--- src/rtl/spi_slave_core_if.sv ---
// Parallel-side bundle of the SPI slave core:
// TX valid/ready buffer input plus RX word/status outputs.
interface spi_slave_core_if #(
    parameter int DATA_W = 8
);
    logic [DATA_W-1:0] tx_data;
    logic              tx_valid;
    logic              tx_ready;
    logic [DATA_W-1:0] rx_data;
    logic              rx_valid;
    logic              busy;
    logic              tx_underrun;

    modport slave (
        input  tx_data,
        input  tx_valid,
        output tx_ready,
        output rx_data,
        output rx_valid,
        output busy,
        output tx_underrun
    );

    modport master (
        output tx_data,
        output tx_valid,
        input  tx_ready,
        input  rx_data,
        input  rx_valid,
        input  busy,
        input  tx_underrun
    );
endinterface

--- src/rtl/spi_slave_core.sv ---
// Oversampling SPI slave, all CPOL/CPHA modes, any word width,
// back-to-back words per frame and a 1-entry valid/ready TX buffer.
module spi_slave_core #(
    parameter int                DATA_W      = 8,
    parameter int                CPOL        = 0,
    parameter int                CPHA        = 0,
    parameter int                SYNC_STAGES = 2,
    parameter logic [DATA_W-1:0] DEFAULT_TX  = DATA_W'('hA5)
) (
    input  logic clk,
    input  logic rst_n,
    input  logic sck,
    input  logic cs_n,
    input  logic mosi,
    output logic miso,
    output logic miso_oe,
    spi_slave_core_if.slave bus
);

    localparam int             CW       = $clog2(DATA_W);
    localparam logic           IDLE_LVL = (CPOL != 0);
    localparam logic           PHA      = (CPHA != 0);
    localparam logic [CW-1:0]  LAST     = CW'(DATA_W - 1);

    typedef enum logic [1:0] {
        IDLE,
        LOAD,
        SHIFT
    } state_t;

    state_t state;
    state_t state_nx;

    logic [SYNC_STAGES-1:0] sck_sr;
    logic [SYNC_STAGES-1:0] cs_sr;
    logic [SYNC_STAGES-1:0] mosi_sr;
    logic                   sck_q;
    logic                   cs_q;

    logic                   buf_full;
    logic [DATA_W-1:0]      buf_data;
    logic [DATA_W-1:0]      tx_shift;
    logic [DATA_W-2:0]      rx_shift;
    logic [CW-1:0]          bit_cnt;
    logic                   miso_q;
    logic [DATA_W-1:0]      rx_data_q;
    logic                   rx_valid_q;
    logic                   underrun_q;

    logic                   sck_s;
    logic                   cs_s;
    logic                   mosi_s;
    logic                   lead;
    logic                   trail;
    logic                   sample;
    logic                   shift;
    logic                   shift_en;
    logic                   cs_fall;
    logic                   in_shift;
    logic                   last_bit;
    logic                   take;
    logic [DATA_W-1:0]      next_word;
    logic [DATA_W-1:0]      rx_next;

    always_ff @(posedge clk or negedge rst_n) begin
        if (!rst_n) begin
            sck_sr  <= {SYNC_STAGES{IDLE_LVL}};
            cs_sr   <= '1;
            mosi_sr <= '0;
            sck_q   <= IDLE_LVL;
            cs_q    <= 1'b1;
        end else begin
            sck_sr  <= {sck_sr[SYNC_STAGES-2:0], sck};
            cs_sr   <= {cs_sr[SYNC_STAGES-2:0], cs_n};
            mosi_sr <= {mosi_sr[SYNC_STAGES-2:0], mosi};
            sck_q   <= sck_s;
            cs_q    <= cs_s;
        end
    end

    assign sck_s   = sck_sr[SYNC_STAGES-1];
    assign cs_s    = cs_sr[SYNC_STAGES-1];
    assign mosi_s  = mosi_sr[SYNC_STAGES-1];

    assign lead    = (sck_q == IDLE_LVL) && (sck_s != IDLE_LVL);
    assign trail   = (sck_q != IDLE_LVL) && (sck_s == IDLE_LVL);
    assign sample  = PHA ? trail : lead;
    assign shift   = PHA ? lead : trail;
    assign cs_fall = cs_q & ~cs_s;

    assign in_shift = (state == SHIFT);
    assign last_bit = in_shift && sample && (bit_cnt == '0);

    // CPHA=0: the trailing edge that closes the previous word arrives
    // before any sample of this word; it must not advance miso.
    assign shift_en = in_shift && shift && (PHA || (bit_cnt != LAST));

    assign take      = bus.tx_valid & ~buf_full;
    assign next_word = buf_full ? buf_data : DEFAULT_TX;
    assign rx_next   = {rx_shift, mosi_s};

    always_ff @(posedge clk or negedge rst_n) begin
        if (!rst_n) state <= IDLE;
        else        state <= state_nx;
    end

    always_comb begin
        state_nx = state;
        unique case (state)
            IDLE: begin
                if (cs_fall) state_nx = LOAD;
            end
            LOAD: begin
                state_nx = cs_s ? IDLE : SHIFT;
            end
            SHIFT: begin
                if (last_bit)  state_nx = cs_s ? IDLE : LOAD;
                else if (cs_s) state_nx = IDLE;
            end
            default: state_nx = IDLE;
        endcase
    end

    always_ff @(posedge clk or negedge rst_n) begin
        if (!rst_n) begin
            buf_full   <= 1'b0;
            buf_data   <= '0;
            tx_shift   <= '0;
            rx_shift   <= '0;
            bit_cnt    <= '0;
            miso_q     <= 1'b0;
            rx_data_q  <= '0;
            rx_valid_q <= 1'b0;
            underrun_q <= 1'b0;
        end else begin
            rx_valid_q <= 1'b0;
            underrun_q <= 1'b0;

            // A load coinciding with LOAD refills the buffer for the next word.
            if (take) begin
                buf_full <= 1'b1;
                buf_data <= bus.tx_data;
            end else if (state == LOAD) begin
                buf_full <= 1'b0;
            end

            if (state == LOAD) begin
                bit_cnt    <= LAST;
                underrun_q <= ~buf_full;
                if (!PHA) begin
                    miso_q   <= next_word[DATA_W-1];
                    tx_shift <= {next_word[DATA_W-2:0], 1'b0};
                end else begin
                    tx_shift <= next_word;
                end
            end

            if (in_shift && sample) begin
                rx_shift <= rx_next[DATA_W-2:0];
                bit_cnt  <= bit_cnt - 1'b1;
                if (bit_cnt == '0) begin
                    rx_data_q  <= rx_next;
                    rx_valid_q <= 1'b1;
                end
            end

            if (shift_en) begin
                miso_q   <= tx_shift[DATA_W-1];
                tx_shift <= {tx_shift[DATA_W-2:0], 1'b0};
            end
        end
    end

    assign bus.busy        = ~cs_s;
    assign bus.tx_ready    = ~buf_full;
    assign bus.rx_data     = rx_data_q;
    assign bus.rx_valid    = rx_valid_q;
    assign bus.tx_underrun = underrun_q;
    assign miso_oe         = ~cs_s;
    assign miso            = miso_q & ~cs_s;

endmodule
--- src/flat_wrapper.sv ---
// flat-port wrapper written by rule: the top's interface ports become plain ports
module spi_slave_core_flat 
#(
    parameter int                DATA_W      = 8,
    parameter int                CPOL        = 0,
    parameter int                CPHA        = 0,
    parameter int                SYNC_STAGES = 2,
    parameter logic [DATA_W-1:0] DEFAULT_TX  = DATA_W'('hA5)
)
  (clk, rst_n, sck, cs_n, mosi, miso, miso_oe, bus_tx_data, bus_tx_valid, bus_tx_ready, bus_rx_data, bus_rx_valid, bus_busy, bus_tx_underrun);
  spi_slave_core_if #(.DATA_W(DATA_W)) bus_i ();
  input  logic clk;
  input  logic rst_n;
  input  logic sck;
  input  logic cs_n;
  input  logic mosi;
  output logic miso;
  output logic miso_oe;
  input wire logic [$bits(bus_i.tx_data)-1:0] bus_tx_data;
  input wire logic [$bits(bus_i.tx_valid)-1:0] bus_tx_valid;
  output wire logic [$bits(bus_i.tx_ready)-1:0] bus_tx_ready;
  output wire logic [$bits(bus_i.rx_data)-1:0] bus_rx_data;
  output wire logic [$bits(bus_i.rx_valid)-1:0] bus_rx_valid;
  output wire logic [$bits(bus_i.busy)-1:0] bus_busy;
  output wire logic [$bits(bus_i.tx_underrun)-1:0] bus_tx_underrun;
  assign bus_i.tx_data = bus_tx_data;
  assign bus_i.tx_valid = bus_tx_valid;
  assign bus_tx_ready = bus_i.tx_ready;
  assign bus_rx_data = bus_i.rx_data;
  assign bus_rx_valid = bus_i.rx_valid;
  assign bus_busy = bus_i.busy;
  assign bus_tx_underrun = bus_i.tx_underrun;
  spi_slave_core #(.DATA_W(DATA_W), .CPOL(CPOL), .CPHA(CPHA), .SYNC_STAGES(SYNC_STAGES), .DEFAULT_TX(DEFAULT_TX)) u_core (.clk(clk), .rst_n(rst_n), .sck(sck), .cs_n(cs_n), .mosi(mosi), .miso(miso), .miso_oe(miso_oe), .bus(bus_i));
endmodule
--- config.mk ---
export PLATFORM = sky130hd
export DESIGN_NAME = spi_slave_core_flat
export DESIGN_NICKNAME = d
export VERILOG_FILES = /design/src/rtl/spi_slave_core_if.sv /design/src/rtl/spi_slave_core.sv /design/src/flat_wrapper.sv
export SDC_FILE = /design/constraint.sdc
export NUM_CORES = 1
export LEC_CHECK = 0
export ABC_CLOCK_PERIOD_IN_PS = 1300
export BUFFER_PORTS_ARGS = -buffer_cell sky130_fd_sc_hd__buf_2
export CAP_MARGIN = 20
export CORE_MARGIN = 3
export CORE_UTILIZATION = 35
export CTS_CLUSTER_DIAMETER = 120
export DETAILED_ROUTE_END_ITERATION = 10
export PLACE_DENSITY = 0.59
export SYNTH_ARGS = -nofsm -noshare
export SYNTH_HDL_FRONTEND = slang
export SYNTH_SLANG_ARGS = --single-unit
--- constraint.sdc ---
create_clock -name clk -period 1.3 [get_ports clk]
set_input_delay 0.26 -clock clk [delete_from_list [all_inputs] [get_ports clk]]
set_output_delay 0.26 -clock clk [all_outputs]
set_load 0.005 [all_outputs]
# Yosys cells after proc, flatten, opt, wreduce, memory -nomap -nowiden
# Index checks and enable logic that the tools add are counted.
# classes
n_addsub	1
multipliers	0
div	0
n_lt_le_gt_ge	0
n_eq_ne	5
shifts	0
n_mux	18
n_bitwise	7
reduce_logical	13
# op_table
operator	count
8-bit 2-to-1 mux	3
1-bit 2-to-1 mux	8
2-bit 2-to-1 mux	4
1-bit logical AND	6
3-bit 2-to-1 mux	2
2-bit one-hot mux with 3 select lines	1
2-bit nonzero test	3
1-bit NOT	4
2-bit AND reduction	2
1-bit bitwise AND	3
3-bit logical NOT	1
3-bit by 2-bit inequality test with 1-bit output (second input constant)	1
3-bit inequality test (second input constant)	1
3-bit by 1-bit subtractor with 3-bit output (second input constant)	1
2-bit by 1-bit equality test with 1-bit output (second input constant)	1
2-bit equality test (second input constant)	1
2-bit logical NOT	1
2-bit by 1-bit inequality test with 1-bit output (second input constant)	1
# word_totals
regBits	48
latchBits	0
mem_bits_rw	0
romBits	0
out_inout_bits	14
elab_cells	59
n_memories	0

# Longest topological paths before layout
# Gate-level depths: netlist of the first run.
# depth
word_depth	6
ltp_mapped	5

# Worst setup path before layout of the first run
# No wires, ideal clock.
# synth_path
path_type	reg2reg
start	register u_core.bit_cnt[0]
end	register u_core.rx_data_q[0], in the netlist u_core.bus.rx_data[0]
setup_time_ps	128
arrival_time_ps	1300
path_slack_ps	-127
stages_incl_launch_ff	6
path_buffers	0
period_less_slack_ps	1427
path_cell_list	dfrtp_1 inv_1 ha_1 and4bb_2 nand2_2 mux2_1
# synth_via
elab_chain_cells	2
# synth_lines
item	line_no	rtl
start, declared	spi_slave_core.sv:44	logic [CW-1:0] bit_cnt;
start signal, assigned	spi_slave_core.sv:160	bit_cnt <= bit_cnt - 1'b1;
3-bit logical NOT	spi_slave_core.sv:161	if (bit_cnt == '0) begin
2-bit AND reduction (no line)	-	
end signal, assigned	spi_slave_core.sv:162	rx_data_q <= rx_next;
end, declared	spi_slave_core.sv:46	logic [DATA_W-1:0] rx_data_q;
# Every way passes these cells.
# A chain may end at the register's enable or synchronous reset.

# Worst setup path in the final report of the first run
# layout_path
start	register u_core.bit_cnt[0]
end	register u_core.rx_data_q[4], in the netlist u_core.bus.rx_data[4]
# Same word-level chain as after synthesis.

==> results_dict.tcl, run 1 <==
set metrics [dict create \
    root_buffer "clkbuf_8" \
    ctsHtreeMaxLevel 2 \
    ios 28 \
    synth_area_um2 1890 \
    grt_max_degree 22 \
    diodes 0 \
    clock_latency_ns 0.29 \
    p_clk_share_pct 23.7 \
    grt_pass1_wl_um 6650 \
    cp.required_ns 1.48 \
    arrival_ns 1.61 \
    synth.most_common_cell "dfrtp_1" \
    port_buffers 27 \
    worstMarginPinSlew_ns 0.372 \
    critPathKind "register to register" \
    rows 26 \
    cp-end-kind "register" \
    yosysSeqAreaShare_pct 62.6 \
    p_seq_share_pct 51.7 \
    hold_path.class "input port to register" \
    start_kind "register" \
    wl_um 3810 \
    synth_seq_cells 47 \
    grt_pass1_vias 1364 \
    clkSinkCount 47 \
    skew_ns 0.00720 \
    place_ws_ns -0.140 \
    synthDistinctLibCells 33 \
    synth.top_cell.area_share_pct 58.4 \
    core_um2 5170 \
    synth_nets 152 \
    hpwl_um 2620 \
    vias_per_cell 4.78 \
    p_comb_share_pct 24.6 \
    fp.dieH_um 79.4 \
    critPathMaxFanout 5 \
    antenna_found_initial 0 \
    clkTransAtPathRegs_ns 0.09 \
    grt_overflow 0 \
    syn_inst 135 \
    first_pass_iters 4 \
    finalWorstSetupSlack_ns -0.125 \
    die_w_um 79.4 \
    fin_nets 212 \
    yosys.area.top_type "dfrtp_1" \
    timing.final.crit_share_pct 110 \
    cts_buffers 5 \
    violations "setup timing" \
    synth_common_cells "44 x dfrtp_1, 10 x mux2_2, 10 x nand2_1" \
    leakagePower_nw 1.27 \
    synth.area.top_cells "dfrtp_1 58%, mux2_2 6.0%, mux2_1 5.4%" \
    rsz0062_at_grt "yes" \
    power.density_nw_per_um2 1460 \
    syn_avg_cell_area_um2 14.0 \
    final-setup-viol-count 21 \
    cts_buffer_depth 2 \
    swShare_pct 27.3 \
    start_util_pct 36.5 \
    yosys_warnings 0 \
    fillers 462 \
    ir_worst_vdd_mv 0.687 \
    drtIter0Drc 30 \
    p_int_mw 2.79 \
    dieArea_um2 6300 \
    cts_tree "built" \
    hold_viol 0 \
    grt_usage_pct 13.3 \
    finalCriticalPeriod_ns 1.42 \
    area_growth_pct 39.5 \
    fmax_mhz 702 \
    ant_nets 0 \
    tns_ns -1.44 \
    p_switching_mw 1.05 \
    vias 1271 \
    drive_gt1_share_pct 60.2 \
    post_drt_wl_per_cell_um 14.3 \
    slew_headroom_pct 75.2 \
    async_flop_share_pct 100 \
    gp_congestion 0.766 \
    final_max_slew_viol_count 0 \
    ys.flop_type "dfrtp_1" \
    route.detailed.drc 0 \
    status "complete, but fails checks" \
    synth_edf_count 0 \
    cap_violations 0 \
]
-- critical path: stages, from the launching register on --
cell and delay, ns:
dfrtp_1 0.40, inv_2 0.09, ha_4 0.14, and4bb_4 0.28, nand2_4 0.10, mux2_4 0.31
-- layer usage --
layer	track usage (%)	up-vias	part of all wire, %
met5	0	-	0
li1	-	599	-
met1	17.7	645	46
met2	22.1	25	50
met3	3.16	2	3.9
met4	3.09	0	0.47
-- worst paths after layout --
| kind | start | endpoint | slack, ns | cells past startpoint |
|---|---|---|---|---|
| max | u_core.bit_cnt[0] | u_core.bus.rx_data[4] | -0.12 | 5 |
| min | cs_n | u_core.cs_sr[0] | 0.07 | 1 |
| max reg2reg | u_core.bit_cnt[0] | u_core.bus.rx_data[4] | -0.12 | 5 |
| min reg2reg | u_core.sck_sr[0] | u_core.sck_sr[1] | 0.36 | 0 |
| max in group asynchronous | rst_n | u_core.tx_shift[3] | 0.37 | 3 |
| min in group asynchronous | rst_n | u_core.bit_cnt[0] | 0.42 | 2 |
-- stage by stage --
stage	hold WS (ns)	utilization [%]	cells	instance area (um^2)	total power, mW
after floorplan	-0.0356	-	135	1890	2.41
after global placement	0.200	43.2	246	2230	2.70
after detailed placement	0.199	43.2	246	2230	2.73
after CTS	0.0584	48.5	263	2510	3.77
after global routing	0.0507	50.9	266	2630	4.06
final	0.0670	50.9	266	2630	3.83
-- area by class of cell --
type	instances	area [um^2]	share of cell area, %
repair buffers	57	415	15.8
inverters	5	21.3	0.808
multi-input cells	79	826	31.4
well taps	70	87.6	3.33
flip-flops and latches	47	1180	44.9
clock buffers	6	82.6	3.14
clock inverters	2	16.3	0.618
-- cells in the final DEF (no fill, tap or decap), types with 2 or more instances in the layout --
| cell type | netlist | final |
|---|---|---|
| dfrtp_1 | 44 | 42 |
| buf_2 | 3 | 25 |
| buf_4 | 1 | 23 |
| mux2_4 | 4 | 15 |
| mux2_2 | 10 | 8 |
| nand2_1 | 10 | 8 |
| clkbuf_8 | 0 | 6 |
| buf_6 | 1 | 6 |
| inv_2 | 0 | 4 |
| nand2_4 | 0 | 3 |
| a21oi_2 | 0 | 3 |
| o221a_1 | 3 | 3 |
| ha_4 | 0 | 3 |
| dfstp_2 | 3 | 3 |
| and4bb_4 | 1 | 2 |
| nand2b_1 | 2 | 2 |
| nor2b_2 | 0 | 2 |
| nor3_1 | 4 | 2 |
| a21oi_1 | 5 | 2 |
| o21ai_0 | 2 | 2 |
| nand3_1 | 2 | 2 |
| a31oi_1 | 2 | 2 |
| o21a_1 | 2 | 2 |
| a221o_1 | 2 | 2 |
| buf_12 | 0 | 2 |
| dfrtp_2 | 0 | 2 |
-- cell families (layout without fill, tap and decap cells) --
group	count (synthesis)	after routing	synth area share [%]
buf+inv	10	70	2.79
mux	24	24	15.1
flops	47	47	62.6
fa+ha+maj	3	3	1.99
simple gates	31	32	10.1
compound gates	20	20	7.50
-- timing repair --
item | CTS | global route
hold endpoints to repair | 10 | 0
hold buffers | 1 | 0
cloned | 1 | 0
setup buffers | 7 | 4
setup endpoints to repair | 30 | 39
pin swaps | 11 | 4
gates resized for setup | 30 | 21
-- power by group through the flow --
stage | Combinational, mW | Sequential, mW | Clock [mW]
6_report | 0.944 | 1.98 | 0.907
5_1_grt | 1.04 | 2.02 | 0.999
4_1_cts | 0.866 | 1.98 | 0.924
3_5_place_dp | 0.736 | 2.00 | 0
3_3_place_gp | 0.710 | 1.99 | 0
2_1_floorplan | 0.488 | 1.92 | 0
-- state kept, by name, summed over array words and instances, names as in the netlist, 3 cells and up --
signal	count
u_core.bit_cnt	3
u_core.buf_data	8
u_core.bus.rx_data	8
u_core.rx_shift	7
u_core.tx_shift	7
Note: power is estimated with default switching activity, not from simulation.
==> run 2, diff against run 1 <==
--- a/config.mk
+++ b/config.mk
@@ -8,11 +8,12 @@
 export ABC_CLOCK_PERIOD_IN_PS = 1300
 export BUFFER_PORTS_ARGS = -buffer_cell sky130_fd_sc_hd__buf_2
 export CAP_MARGIN = 20
-export CORE_MARGIN = 3
+export CORE_MARGIN = 2
 export CORE_UTILIZATION = 35
 export CTS_CLUSTER_DIAMETER = 120
 export DETAILED_ROUTE_END_ITERATION = 10
 export PLACE_DENSITY = 0.59
+export RECOVER_POWER = 100
 export SYNTH_ARGS = -nofsm -noshare
 export SYNTH_HDL_FRONTEND = slang
 export SYNTH_SLANG_ARGS = --single-unit
==> run 2 against run 1 <==
  * The flow still finishes with violations (setup timing)
  * Fmax shrank 1.4%
  * Register-to-register slack worse by 0.02 ns
  * Count of clock-buffer cells in the layout shrank 1
  * Critical path type unchanged
==> results_dict.tcl, run 2 (synthesized netlist as in run 1, its figures left out) <==
set metrics [dict create \
    cp.required_ns 1.49 \
    area_growth_pct 35.6 \
    whs_ns 0.0484 \
    grt_overflow 0 \
    fp.dieH_um 77.4 \
    diodes 0 \
    crit_buf_inv 1 \
    start_util_pct 36.7 \
    reg2reg_slack_ns -0.15 \
    p_seq_share_pct 51.3 \
    ios 28 \
    die_w_um 77.4 \
    finalWorstSetupSlack_ns -0.146 \
    rsz0062_at_grt "yes" \
    cp_top_family "flip-flops" \
    use_met1_pct 16.9 \
    grt_busiest_layer "met2" \
    clkTransAtPathRegs_ns 0.09 \
    p_switching_mw 1.05 \
    min_path_cells 1 \
    cts_buffers 5 \
    drtIter0Drc 46 \
    swShare_pct 27.1 \
    critPathKind "register to register" \
    port_buffers 27 \
    root_buffer "clkbuf_8" \
    grt_usage_pct 13.7 \
    dieArea_um2 5990 \
    grt_pass1_vias 1344 \
    vias_per_cell 4.75 \
    clkSinkCount 47 \
    fmax_mhz 692 \
    rows 26 \
    cts_buffer_depth 2 \
    cp-end-kind "register" \
    arrival_ns 1.64 \
    layout_commonest_cell "dfrtp_1" \
    start_kind "register" \
    core_um2 5140 \
    violations "setup timing" \
    skew_ns 0.00761 \
    layout_common_cells "43 x dfrtp_1, 21 x buf_2, 15 x buf_4, 14 x mux2_4, 9 x mux2_2" \
    p_clk_share_pct 27.9 \
    ant_nets 0 \
    leakagePower_nw 1.20 \
    post_drt_wl_per_cell_um 15.2 \
    cts_tree "built" \
    status "complete, but fails checks" \
    ir_worst_vdd_mv 0.639 \
    worstMarginPinSlew_ns 0.433 \
    hpwl_um 2600 \
    cp_num_cells 5 \
    power.density_nw_per_um2 1510 \
    hold_viol 0 \
    final-setup-viol-count 20 \
    grt_pass1_wl_um 6420 \
    cap_violations 0 \
    fillers 484 \
    max_stage_delay_ns 0.40 \
    cp_slowest_cell "dfrtp_1" \
    met3_usage_pct 4.07 \
    clock_latency_ns 0.30 \
    grtUsageMet2_pct 22.9 \
    route.detailed.drc 0 \
    antenna_found_initial 0 \
    timing.final.crit_share_pct 111 \
    drive_gt1_share_pct 54.0 \
    gp_congestion 0.769 \
    p_comb_share_pct 20.9 \
    hold_path.class "input port to register" \
    grt_max_degree 26 \
    seq_area_um2 1180 \
    placed_area_um2 2220 \
    vias 1231 \
    fin_nets 205 \
    final_max_slew_viol_count 0 \
    first_pass_iters 4 \
    p_int_mw 2.81 \
    critPathMaxFanout 5 \
    finalCriticalPeriod_ns 1.45 \
    wl_um 3930 \
    multi_input_area_um2 837 \
    crit_chain "inv_2, ha_4, and4bb_4, nand2_8, mux2_4" \
    rr_worst_depth 5 \
    slew_headroom_pct 71.1 \
    ctsHtreeMaxLevel 2 \
    finalInstanceArea_um2 2560 \
]
-- run 2: changes by cell type in the layout (fill, tap and decap cells not counted), sizes merged --
cell,previous run,this run
clkbuf,6,14
buf,56,40
inv,5,6
clkinvlp,1,0
bufinv,0,1
-- run 2: power by group through the flow --
stage	registers, mW	logic (mW)	clock network (mW)
after global routing	2.02	0.895	1.17
after detailed placement	1.99	0.709	0
after floorplan	1.92	0.488	0
after CTS	1.97	0.771	1.10
after global placement	1.99	0.689	0
final	1.98	0.805	1.08
-- run 2: worst register-to-register path: cells and delay by family (launching register included) --
kind	cells	cell delay, ns
buf+inv	1	0.09
simple gates	2	0.39
flops	1	0.40
mux	1	0.32
fa+ha+maj	1	0.13
-- run 2: layer usage --
metal,wire length (um),vias up,share of wire (%)
met5,0,-,0
met4,18,0,0.46
met3,186,4,4.7
met2,1960,31,50
met1,1760,613,45
li1,-,583,-
-- run 2: final cells by class --
cell class,instances,share of cell area [%]
clock buffer,5,2.69
multi-input combinational,79,32.7
sequential,47,46.2
timing repair buffer,50,12.3
clock inverter,3,1.86
tap,70,3.43
inverter,5,0.734
-- run 2: timing repair --
action | CTS | global route
setup endpoints to repair | 29 | 31
pin swaps | 7 | 9
cloned | 1 | 0
buffers inserted | 4 | 4
hold buffers | 1 | 0
gates resized for setup | 21 | 25
endpoints found under the hold margin | 11 | 0
-- run 2: final timing paths --
check	startpoint	endpoint
max	u_core.bit_cnt[0]	u_core.bus.rx_data[1]
min	cs_n	u_core.cs_sr[0]
max reg2reg	u_core.bit_cnt[0]	u_core.bus.rx_data[1]
min reg2reg	u_core.mosi_sr[0]	u_core.mosi_sr[1]
max in group asynchronous	rst_n	u_core.bit_cnt[1]
min in group asynchronous	rst_n	u_core.state[0]
-- run 2: per-stage QoR --
stage / util (%) / setup slack (ns) / std cells / TNS (ns) / power [mW]
after floorplan: - / -0.0914 / 135 / -0.731 / 2.41
after global placement: 43.2 / -0.0893 / 244 / -1.05 / 2.68
after detailed placement: 43.2 / -0.138 / 244 / -1.83 / 2.70
after CTS: 47.9 / -0.149 / 258 / -1.40 / 3.84
after global routing: 49.7 / -0.198 / 259 / -2.92 / 4.09
final: 49.7 / -0.146 / 259 / -1.46 / 3.86
==> run 3, diff against run 2 <==
--- a/config.mk
+++ b/config.mk
@@ -14,6 +14,7 @@
 export DETAILED_ROUTE_END_ITERATION = 10
 export PLACE_DENSITY = 0.59
 export RECOVER_POWER = 100
+export REMOVE_ABC_BUFFERS = 1
 export SYNTH_ARGS = -nofsm -noshare
 export SYNTH_HDL_FRONTEND = slang
 export SYNTH_SLANG_ARGS = --single-unit
==> run 3 against run 2 <==
  * The run still ends with setup timing left
  * First-iteration DRC count grew 30%
  * Die area is the same
  * Clock skew shrank 0.0023 ns
  * Non-clock buffer count is the same
  * Sequential share of layout area grew 1.1 points
  * Sequential power is essentially flat
  * Fmax shrank 0.35%
  * Global-route usage shrank 0.99 points
  * Routed wire length shrank 4.9%
  * Final cell count is the same
  * Critical path type unchanged
  * Critical endpoint unchanged
  * Largest cell class unchanged
==> results_dict.tcl, run 3 (synthesized netlist as in run 1, its figures left out) <==
set metrics [dict create \
    status "complete, but fails checks" \
    violations "setup timing" \
    cts_tree "built" \
    rows 26 \
    antenna_found_initial 0 \
    reg2reg_slack_ns -0.15 \
    ios 28 \
    cp_num_cells 5 \
    hold_path.class "input port to register" \
    final-setup-viol-count 26 \
    fillers 497 \
    worstMarginPinSlew_ns 0.610 \
    grt_overflow 0 \
    rr_worst_depth 5 \
    grt_pass1_wl_um 5960 \
    cts_buffer_depth 2 \
    final_cells 259 \
    clkSinkCount 47 \
    clkTransAtPathRegs_ns 0.08 \
    timing.final.crit_share_pct 112 \
    ant_nets 0 \
    vias_per_cell 4.66 \
    cap_violations 0 \
    power.density_nw_per_um2 1460 \
    final_max_slew_viol_count 0 \
    crit_buf_inv 1 \
    drive_gt1_share_pct 55.6 \
    finalCriticalPeriod_ns 1.45 \
    finalInstanceArea_um2 2500 \
    place_inst 244 \
    cp.required_ns 1.48 \
    diodes 0 \
    first_pass_iters 4 \
    hold_viol 0 \
    start_util_pct 36.7 \
    port_buffers 27 \
    seq_area_um2 1180 \
    slew_headroom_pct 59.3 \
    gp_congestion 0.750 \
    dieArea_um2 5990 \
    r2r_end "u_core.bus.rx_data[1]" \
    ir_worst_vdd_mv 0.910 \
    min_to "u_core.cs_sr[0]" \
    core_um2 5140 \
    die_w_um 77.4 \
    rsz0062_at_grt "yes" \
    crit_path_start "u_core.bit_cnt[1]" \
    post_drt_wl_per_cell_um 14.4 \
    cp_top_family "flip-flops" \
    finalWorstSetupSlack_ns -0.151 \
    critPathMaxFanout 4 \
    cp-end-kind "register" \
    root_buffer "clkbuf_8" \
    max_stage_delay_ns 0.40 \
    drtIter0Drc 60 \
    layout_common_cells "42 x dfrtp_1, 26 x buf_2, 19 x buf_4, 15 x mux2_4" \
    layout_commonest_cell "dfrtp_1" \
    route.detailed.drc 0 \
    fp.dieH_um 77.4 \
    grt_pass1_vias 1284 \
    start_kind "register" \
    fmax_mhz 689 \
    multi_input_area_um2 805 \
    grt_max_degree 48 \
    leakagePower_nw 1.20 \
    cp_slowest_cell "dfrtp_1" \
    min_from "cs_n" \
    fin_nets 205 \
    grt_usage_pct 12.7 \
    placed_area_um2 2210 \
    ctsHtreeMaxLevel 2 \
    skew_ns 0.00533 \
    hpwl_um 2440 \
    area_growth_pct 32.6 \
    min_path_cells 1 \
    wl_um 3740 \
    vias 1208 \
    r2r-start "u_core.bit_cnt[1]" \
    arrival_ns 1.63 \
    cts_buffers 5 \
    clock_latency_ns 0.29 \
    crit_chain "inv_2, ha_4, and4bb_4, nand2_4, mux2_4" \
    critPathKind "register to register" \
]
[run 3: repair_timing]
item / CTS / global route
pin swaps: 6 / 4
resized for setup: 20 / 24
hold buffers: 1 / 0
cloned: 1 / 0
setup endpoints to repair: 30 / 31
hold endpoints to repair: 44 / 0
setup buffers: 3 / 2
[run 3: worst max path at each step]
| stage | end | slack (ns) |
|---|---|---|
| global route | u_core.bus.rx_data[7] | -0.19 |
| finish | u_core.bus.rx_data[1] | -0.15 |
| CTS | u_core.bus.rx_data[7] | -0.16 |
| detailed placement | u_core.bus.rx_data[6] | -0.22 |
| floorplan | u_core.bus.rx_data[0] | -0.13 |
| global placement | u_core.bus.rx_data[7] | -0.13 |
[run 3: metal layers]
metal / track usage (%) / vias up / part of all wire, %
li1: - / 580 / -
met3: 3.84 / 4 / 3.2
met2: 19.6 / 18 / 51
met5: 0 / - / 0
met4: 5.54 / 0 / 0.86
met1: 16.7 / 606 / 45
[run 3: power by group]
part / switching, mW / internal (mW) / total, mW
clock network: 0.440 / 0.377 / 0.818
logic: 0.357 / 0.506 / 0.862
registers: 0.207 / 1.78 / 1.98
[run 3: through the flow]
| stage | setup TNS [ns] | util [%] | worst slack (ns) | hold WS (ns) | total power [mW] |
|---|---|---|---|---|---|
| floorplan | -2.06 | - | -0.127 | -0.0356 | 2.38 |
| global placement | -1.65 | 43.1 | -0.135 | 0.255 | 2.66 |
| detailed placement | -2.51 | 43.1 | -0.218 | 0.258 | 2.71 |
| CTS | -1.51 | 46.6 | -0.156 | 0.0488 | 3.58 |
| global route | -2.87 | 48.7 | -0.193 | 0.0434 | 3.90 |
| finish | -1.65 | 48.7 | -0.151 | 0.0622 | 3.66 |
[run 3: layout make-up]
class                           count  area share, %
Inverter                            5          0.850
Sequential cell                    47           47.3
Multi-Input combinational cell     79           32.2
Clock inverter                      1          0.200
Timing Repair Buffer               50           13.0
Clock buffer                        7           3.05
Tap cell                           70           3.50
[run 3: worst reg2reg max path, cell delays in order, from the launching register on]
cell and delay (ns):
dfrtp_1 0.40, inv_2 0.10, ha_4 0.14, and4bb_4 0.30, nand2_4 0.09, mux2_4 0.31
